`src/rtl/sc_popcount_acc.sv`:
```
// Stochastic-computing popcount accumulator: counts ones across a frame of
// bitstream words and emits saturating total and word count per frame.
module sc_popcount_acc #(
  parameter int unsigned IN_WIDTH  = 32,
  parameter int unsigned ACC_WIDTH = 16,
  parameter int unsigned LEN_WIDTH = 8
) (
  input  logic                 clk,
  input  logic                 rst,
  input  logic                 in_valid,
  output logic                 in_ready,
  input  logic [IN_WIDTH-1:0]  in_bs,
  input  logic                 in_last,
  output logic                 out_valid,
  input  logic                 out_ready,
  output logic [ACC_WIDTH-1:0] out_data,
  output logic [LEN_WIDTH-1:0] out_len,
  output logic                 out_sat
);

  localparam int unsigned CNT_WIDTH = $clog2(IN_WIDTH + 1);
  localparam int unsigned SUM_WIDTH = ((ACC_WIDTH > CNT_WIDTH) ? ACC_WIDTH : CNT_WIDTH) + 1;
  localparam logic [SUM_WIDTH-1:0] ACC_MAX = SUM_WIDTH'({ACC_WIDTH{1'b1}});

  logic                 p1_valid;
  logic                 p1_last;
  logic [CNT_WIDTH-1:0] p1_cnt;
  logic [ACC_WIDTH-1:0] acc;
  logic [LEN_WIDTH-1:0] len;
  logic                 sat;

  logic                 xfer;
  logic                 stall;
  logic                 consume;
  logic [CNT_WIDTH-1:0] in_cnt;
  logic [SUM_WIDTH-1:0] sum;
  logic                 acc_ovf;
  logic                 len_ovf;
  logic [ACC_WIDTH-1:0] acc_next;
  logic [LEN_WIDTH-1:0] len_next;
  logic                 sat_next;

  assign in_ready = !out_valid || out_ready;
  assign xfer     = in_valid && in_ready;
  // Only a frame-closing word needs the output registers, so only it can stall.
  assign stall    = p1_valid && p1_last && out_valid && !out_ready;
  assign consume  = p1_valid && !stall;

  always_comb begin
    in_cnt = '0;
    for (int unsigned i = 0; i < IN_WIDTH; i++) begin
      in_cnt = in_cnt + CNT_WIDTH'(in_bs[i]);
    end
  end

  // Saturating accumulate of the staged count and word length.
  always_comb begin
    sum      = SUM_WIDTH'(acc) + SUM_WIDTH'(p1_cnt);
    acc_ovf  = (sum > ACC_MAX);
    acc_next = acc_ovf ? {ACC_WIDTH{1'b1}} : ACC_WIDTH'(sum);
    len_ovf  = &len;
    len_next = len_ovf ? len : len + LEN_WIDTH'(1);
    sat_next = sat | acc_ovf | len_ovf;
  end

  // Stage 1: popcount register.
  always_ff @(posedge clk or posedge rst) begin
    if (rst) begin
      p1_valid <= 1'b0;
      p1_last  <= 1'b0;
      p1_cnt   <= '0;
    end else if (!stall) begin
      p1_valid <= xfer;
      if (xfer) begin
        p1_cnt  <= in_cnt;
        p1_last <= in_last;
      end
    end
  end

  // Stage 2: frame accumulator and result registers.
  always_ff @(posedge clk or posedge rst) begin
    if (rst) begin
      acc       <= '0;
      len       <= '0;
      sat       <= 1'b0;
      out_valid <= 1'b0;
      out_data  <= '0;
      out_len   <= '0;
      out_sat   <= 1'b0;
    end else begin
      if (out_valid && out_ready) begin
        out_valid <= 1'b0;
      end
      if (consume) begin
        if (p1_last) begin
          out_valid <= 1'b1;
          out_data  <= acc_next;
          out_len   <= len_next;
          out_sat   <= sat_next;
          acc       <= '0;
          len       <= '0;
          sat       <= 1'b0;
        end else begin
          acc <= acc_next;
          len <= len_next;
          sat <= sat_next;
        end
      end
    end
  end

endmodule

```
`config.mk`:
```
export PLATFORM = sky130hd
export DESIGN_NAME = sc_popcount_acc
export DESIGN_NICKNAME = d
export VERILOG_FILES = /design/src/rtl/sc_popcount_acc.sv
export SDC_FILE = /design/constraint.sdc
export NUM_CORES = 1
export LEC_CHECK = 0
export CORE_AREA = 2 2 106 108
export DETAILED_ROUTE_END_ITERATION = 7
export DIE_AREA = 0 0 108 110
export GPL_ROUTABILITY_DRIVEN = 0
export PLACE_DENSITY = 0.67
export SLEW_MARGIN = 20
export SYNTH_ARGS = -nofsm -noshare
export SYNTH_HDL_FRONTEND = slang
export SYNTH_SLANG_ARGS = --single-unit
```
`constraint.sdc`:
```
create_clock -name clk -period 4.2 [get_ports clk]
set_input_delay 0.84 -clock clk [delete_from_list [all_inputs] [get_ports clk]]
set_output_delay 0.84 -clock clk [all_outputs]
set_load 0.05 [all_outputs]
```
==> impl_metrics.env, run 1 <==
export IMPL_outcome="finished with violations"
export IMPL_violations="setup timing"
export IMPL_ys_flop_type="dfrtp_1"
export IMPL_clock_skew_ns=0.0138
export IMPL_ir_drop_mv=0.379
export IMPL_fin_area_um2=4750
export IMPL_hold_viol=0
export IMPL_ys_types=47
export IMPL_grt_busiest_layer="met2"
export IMPL_grt_start_max_net_pins=42
export IMPL_regToRegEndpoint="acc[7]$_DFFE_PP0P_"
export IMPL_clock_path_buffers=2
export IMPL_clk_insertion_delay_late_ns=0.35
export IMPL_finalSetupViolCount=5
export IMPL_wl_per_cell_um=13.0
export IMPL_dpl_cell_area_um2=4620
export IMPL_hold_depth=2
export IMPL_area_growth_pct=25.4
export IMPL_dp_cells=601
export IMPL_drt_wl_total_um=8050
export IMPL_cts_hold_fix_buffers=0
export IMPL_vias_per_cell=4.89
export IMPL_max_cap_violations=0
export IMPL_post_route_util_pct=44.4
export IMPL_worst_pin_slew_ns=0.972
export IMPL_h_tree_depth=3
export IMPL_syn_area_per_cell_um2=9.38
export IMPL_root_buffer="clkbuf_8"
export IMPL_instances_no_fill=617
export IMPL_num_antenna_cells=0
export IMPL_leakagePower_nw=2.15
export IMPL_powerDensity_nw_per_um2=668
export IMPL_yosys_warnings=0
export IMPL_clkTransAtPathRegs_ns=0.06
export IMPL_io_pins=64
export IMPL_hold_class="register to register"
export IMPL_vias=3020
export IMPL_slew_viol_final=0
export IMPL_cts_buffers_inserted=9
export IMPL_arrival_ns=4.92
export IMPL_synth_nets=480
export IMPL_drtIter0Drc=144
export IMPL_nets=549
export IMPL_period_needed_ns=4.71
export IMPL_detail_route_antenna_nets=0
export IMPL_start_util_pct=35.4
export IMPL_p_total_w=0.00318
export IMPL_dp_hpwl_um=6230
export IMPL_dieArea_um2=11900
export IMPL_numPortBuffers=63
export IMPL_slew_headroom_pct=35.2
export IMPL_overflow=0
export IMPL_fmax_mhz=212
export IMPL_synthCells=404
export IMPL_r2r_slack_ns=1.13
export IMPL_coreArea_um2=10700
export IMPL_drive_above_1_share_pct=14.7
export IMPL_numClockSinks=59
export IMPL_r2r_cells=8
export IMPL_rows=38
export IMPL_synth_edf_count=0
export IMPL_hold_end="out_data[14]$_DFFE_PP0P_"
export IMPL_num_fill_cells=1036
export IMPL_synth_seq_cells=59
export IMPL_rsz0062_at_grt="yes"
export IMPL_worstHoldStart="out_data[14]$_DFFE_PP0P_"
export IMPL_synth_area_um2=3790
export IMPL_met2_usage_pct=25.6
export IMPL_grt_use_total_pct=14.6
export IMPL_drt_pass1_iter_count=4
export IMPL_fp_dieW_um=108
export IMPL_die_y_um=110
export IMPL_worstSetupStartpointType="input pin"
export IMPL_grtUsageMet3_pct=4.23
export IMPL_met1_usage_pct=17.4
export IMPL_multiInputGateArea_um2=2070
export IMPL_ys_async_sr_fraction_pct=100
export IMPL_tritoncts="done"
export IMPL_reg2reg_from="p1_cnt[0]$_DFFE_PP0P_"
export IMPL_grt_pass1_vias=3015
export IMPL_fin_ws_ns=-0.508
export IMPL_drc_errors=0
export IMPL_ys_seq_area_share_pct=38.9
export IMPL_worst_ep_required_time_ns=4.41
export IMPL_cp_end_kind="register"
export IMPL_cp_max_fo=2
export IMPL_seq_area_um2=1480
export IMPL_antenna_found_initial=0
export IMPL_period_share_pct=112
export IMPL_crit_type="input pin to register"
export IMPL_grt_pass1_wl_um=13600
worst max-delay path, cell delays in order:
cell	delay, ns
buf_6	0.09
fa_1	0.54
inv_2	0.04
fa_2	0.53
fa_1	0.42
fa_1	0.52
fa_1	0.43
fa_1	0.51
inv_2	0.05
ha_4	0.15
inv_2	0.04
fa_2	0.18
inv_1	0.04
a21o_1	0.18
a21oi_2	0.14
xor2_1	0.15
o21ai_1	0.07
cell usage in the layout, fill, tap and decap left out, types with 3 or more instances in the layout:
master and count:
a31oi_1 9, a211oi_1 8, xor2_1 4, clkdlybuf4s50_1 48
ha_1 13, xnor2_1 9, o21ai_1 3, a311oi_1 5
and3_1 6, nand2_1 44, clkbuf_2 3, nand3_1 8
a21o_1 4, nor3_1 4, dfrtp_1 59, and2_1 5
fa_1 20, inv_2 15, clkinv_2 3, o21ai_0 39
buf_6 5, clkbuf_8 10, inv_1 42, buf_4 9
nor2_1 24, buf_2 7, a21oi_1 25, fa_2 5
final cells by class:
type | count | share of cell area, %
multi-input combinational | 274 | 43.6
sequential | 59 | 31.1
timing repair buffer | 72 | 13.8
inverter | 57 | 4.50
tap | 140 | 3.68
clock buffer | 12 | 3.05
clock inverter | 3 | 0.316
how the worst max path moves through the flow:
stage | from | to | slack, ns | cells past startpoint
2_1_floorplan | in_bs[17] | p1_cnt[4]$_DFFE_PP0P_ | -0.69 | 16
3_3_place_gp | in_bs[9] | p1_cnt[5]$_DFFE_PP0P_ | -1.25 | 17
3_5_place_dp | in_bs[11] | p1_cnt[5]$_DFFE_PP0P_ | -1.37 | 17
4_1_cts | in_bs[0] | p1_cnt[4]$_DFFE_PP0P_ | -0.60 | 17
5_1_grt | in_bs[21] | p1_cnt[4]$_DFFE_PP0P_ | -0.61 | 17
6_report | in_bs[21] | p1_cnt[4]$_DFFE_PP0P_ | -0.51 | 17
sequential cells by signal, indices dropped and copies added (netlist names):
register,count
acc,16
out_data,16
p1_valid,1
out_sat,1
sat,1
out_valid,1
p1_cnt,6
out_len,8
len,8
p1_last,1
Yosys cell counts, drive strengths merged, types with 4 or more instances:
| cell | number | area (um2) |
|---|---|---|
| nor2 | 24 | 90.1 |
| xor2 | 4 | 35.0 |
| inv | 57 | 214 |
| buf | 5 | 27.5 |
| a311oi | 7 | 73.8 |
| a31oi | 9 | 56.3 |
| a21o | 4 | 30.0 |
| ha | 14 | 175 |
| and3 | 7 | 48.8 |
| and2 | 5 | 31.3 |
| nand3 | 8 | 40.0 |
| a21oi | 27 | 135 |
| xnor2 | 9 | 78.8 |
| fa | 25 | 500 |
| nor3 | 4 | 20.0 |
| clkbuf | 9 | 35.0 |
| a211oi | 8 | 60.1 |
| dfrtp | 59 | 1480 |
| nand2 | 45 | 171 |
| o21ai | 42 | 210 |
metal layers:
metal,share of wire (%),vias to the layer above
met5,0,-
met4,1.3,0
met3,5.3,10
met2,51,71
met1,43,1439
li1,-,1500
where the power goes:
part           leakage, nW  switching (W)  total, W  internal, W
sequential           0.772      0.0000992  0.000809     0.000710
clock               0.0860       0.000215  0.000439     0.000224
combinational         1.29        0.00107   0.00193     0.000863
cells by family (layout without fill, tap and decap cells):
group	after synthesis	after routing	share of synthesized area [%]
simple gates	109	109	13.8
mux	4	4	1.16
fa+ha+maj	39	39	17.8
buf+inv	71	144	7.29
compound gates	109	109	18.0
flops	59	59	38.9
xor+xnor	13	13	3.00
repair_timing:
action,4_1_cts,5_1_grt
setup endpoints to repair,6,6
gates resized for setup,58,9
setup buffers,0,1
pin swaps,21,9
metrics by stage:
step	setup WS (ns)	setup TNS [ns]	hold slack, ns
after floorplan	-0.694	-3.22	0.451
after CTS	-0.595	-2.62	0.485
after detailed placement	-1.37	-7.22	0.470
final	-0.508	-1.99	0.474
after global placement	-1.25	-6.64	0.461
after global routing	-0.614	-2.70	0.508
Note: power is estimated with default switching activity, not from simulation.
==> run 2: changes to the inputs <==
--- a/config.mk
+++ b/config.mk
@@ -10,6 +10,7 @@
 export DIE_AREA = 0 0 108 110
 export GPL_ROUTABILITY_DRIVEN = 0
 export PLACE_DENSITY = 0.67
+export SKIP_LAST_GASP = 1
 export SLEW_MARGIN = 20
 export SYNTH_ARGS = -nofsm -noshare
 export SYNTH_HDL_FRONTEND = slang
==> run 2 against run 1 <==
Worst setup slack hardly changed. Wire length hardly changed. Final area stayed put. Critical endpoint unchanged. Critical path type unchanged. Sequential share of layout area stayed put. Total power hardly changed. Register-to-register slack hardly changed. Count of clock-buffer cells in the layout stayed put. Sequential power hardly changed. Via count hardly changed. Highest routed layer unchanged. Critical path depth stayed put. The flow still finishes with violations (setup timing). Fmax hardly changed.
==> impl_metrics.env, run 2 (synthesis gave the netlist of run 1 again) <==
export IMPL_outcome="finished with violations"
export IMPL_violations="setup timing"
export IMPL_drt_wl_total_um=8060
export IMPL_crit_slowest_cell="fa_1"
export IMPL_cp_max_fo=2
export IMPL_reg_top3="acc x16, out_data x16"
export IMPL_instances_no_fill=617
export IMPL_rows=38
export IMPL_worst_pin_slew_ns=0.959
export IMPL_clk_insertion_delay_late_ns=0.35
export IMPL_finalSetupViolCount=5
export IMPL_crit_chain="buf_6 > fa_1 > inv_2 > fa_2 > fa_1 > fa_1 > fa_1 > fa_1 > inv_2 > ha_4 > inv_2 > fa_2 > inv_1 > a21o_1 > a21oi_2 > xor2_1 > o21ai_1"
export IMPL_tritoncts="done"
export IMPL_grt_start_max_net_pins=42
export IMPL_dp_hpwl_um=6230
export IMPL_tns_ns=-2.00
export IMPL_detail_route_antenna_nets=0
export IMPL_grt_pass1_vias=3015
export IMPL_drt_pass1_iter_count=4
export IMPL_hold_viol=0
export IMPL_ir_drop_mv=0.379
export IMPL_fp_dieW_um=108
export IMPL_cp_top_family="adder cells"
export IMPL_grt_pass1_wl_um=13600
export IMPL_vias_per_cell=4.89
export IMPL_drive_above_1_share_pct=14.7
export IMPL_leakagePower_nw=2.15
export IMPL_mostFrequentLayoutCells="59 x dfrtp_1, 48 x clkdlybuf4s50_1, 44 x nand2_1"
export IMPL_clkTransAtPathRegs_ns=0.06
export IMPL_powerDensity_nw_per_um2=669
export IMPL_wl_per_cell_um=13.1
export IMPL_hold_class="register to register"
export IMPL_crit_type="input pin to register"
export IMPL_area_growth_pct=25.4
export IMPL_overflow=0
export IMPL_coreArea_um2=10700
export IMPL_numClockSinks=59
export IMPL_fin_ws_ns=-0.507
export IMPL_fmax_mhz=212
export IMPL_post_place_ws_ns=-1.37
export IMPL_grt_use_total_pct=14.6
export IMPL_start_util_pct=35.4
export IMPL_worst_path_buf_inv=5
export IMPL_rsz0062_at_grt="yes"
export IMPL_final_common_cell="dfrtp_1"
export IMPL_period_share_pct=112
export IMPL_worst_ep_required_time_ns=4.41
export IMPL_num_fill_cells=1036
export IMPL_root_buffer="clkbuf_8"
export IMPL_max_cap_violations=0
export IMPL_dp_cells=601
export IMPL_p_total_w=0.00318
export IMPL_drc_errors=0
export IMPL_cts_buffers_inserted=9
export IMPL_antenna_found_initial=0
export IMPL_drtIter0Drc=144
export IMPL_die_y_um=110
export IMPL_cts_hold_fix_buffers=0
export IMPL_worstSetupStartpointType="input pin"
export IMPL_h_tree_depth=3
export IMPL_crit_top_cell="fa_1"
export IMPL_numPortBuffers=63
export IMPL_cp_end_kind="register"
export IMPL_io_pins=64
export IMPL_clock_skew_ns=0.0136
export IMPL_nets=549
export IMPL_slew_viol_final=0
export IMPL_clock_path_buffers=2
export IMPL_dieArea_um2=11900
export IMPL_crit_path_max_incr_delay_ns=0.54
export IMPL_vias=3017
export IMPL_post_route_util_pct=44.4
export IMPL_period_needed_ns=4.71
export IMPL_num_antenna_cells=0
export IMPL_arrival_ns=4.92
export IMPL_slew_headroom_pct=36.1
## run 2: cell counts in the layout (fill, tap and decap cells not counted)
No cell type changed its count.
## run 2: layer usage
layer	routed length [um]	global-route usage [%]	part of all wire [%]	up-vias
met5	0	0	0	-
met4	104	4.12	1.3	0
met1	3470	17.4	43	1437
met3	428	4.23	5.3	10
li1	-	-	-	1499
met2	4050	25.6	50	71
## run 2: what timing repair did
item,in CTS,in global routing
pin swaps,21,8
resized for setup,58,9
hold endpoints to repair,0,0
setup endpoints to repair,6,6
setup buffers,0,1
## run 2: final timing paths
| kind | from | depth (start not counted) | slack, ns | end |
|---|---|---|---|---|
| max | in_bs[21] | 17 | -0.51 | p1_cnt[4]$_DFFE_PP0P_ |
| min | out_data[14]$_DFFE_PP0P_ | 2 | 0.48 | out_data[14]$_DFFE_PP0P_ |
| max reg2reg | p1_cnt[0]$_DFFE_PP0P_ | 8 | 1.14 | acc[7]$_DFFE_PP0P_ |
| min reg2reg | out_data[14]$_DFFE_PP0P_ | 2 | 0.48 | out_data[14]$_DFFE_PP0P_ |
| max in group asynchronous | rst | 3 | 2.47 | out_data[6]$_DFFE_PP0P_ |
| min in group asynchronous | rst | 2 | 0.97 | p1_cnt[5]$_DFFE_PP0P_ |
## run 2: tightest hold or removal path: stages, from the launching register on
cell and delay, ns:
dfrtp_1 0.34, nand2_1 0.05, o31ai_1 0.05
## run 2: area by class of cell
type	count	area, um2	share of cell area [%]
Clock inverter	3	15.0	0.316
Tap cell	140	175	3.68
Multi-Input combinational cell	274	2070	43.6
Clock buffer	12	145	3.05
Timing Repair Buffer	72	654	13.8
Inverter	57	214	4.50
Sequential cell	59	1480	31.1
## run 2: through the flow
stage | hold WS (ns) | instance area (um2)
2_1_floorplan | 0.451 | 3820
3_3_place_gp | 0.461 | 4620
3_5_place_dp | 0.470 | 4620
4_1_cts | 0.485 | 4740
5_1_grt | 0.508 | 4750
6_report | 0.476 | 4750
## run 2: power by group
group / internal [W] / total [W] / leakage, nW / switching, W
registers: 0.000710 / 0.000809 / 0.772 / 0.0000993
logic: 0.000863 / 0.00193 / 1.29 / 0.00107
clock network: 0.000224 / 0.000441 / 0.0860 / 0.000217
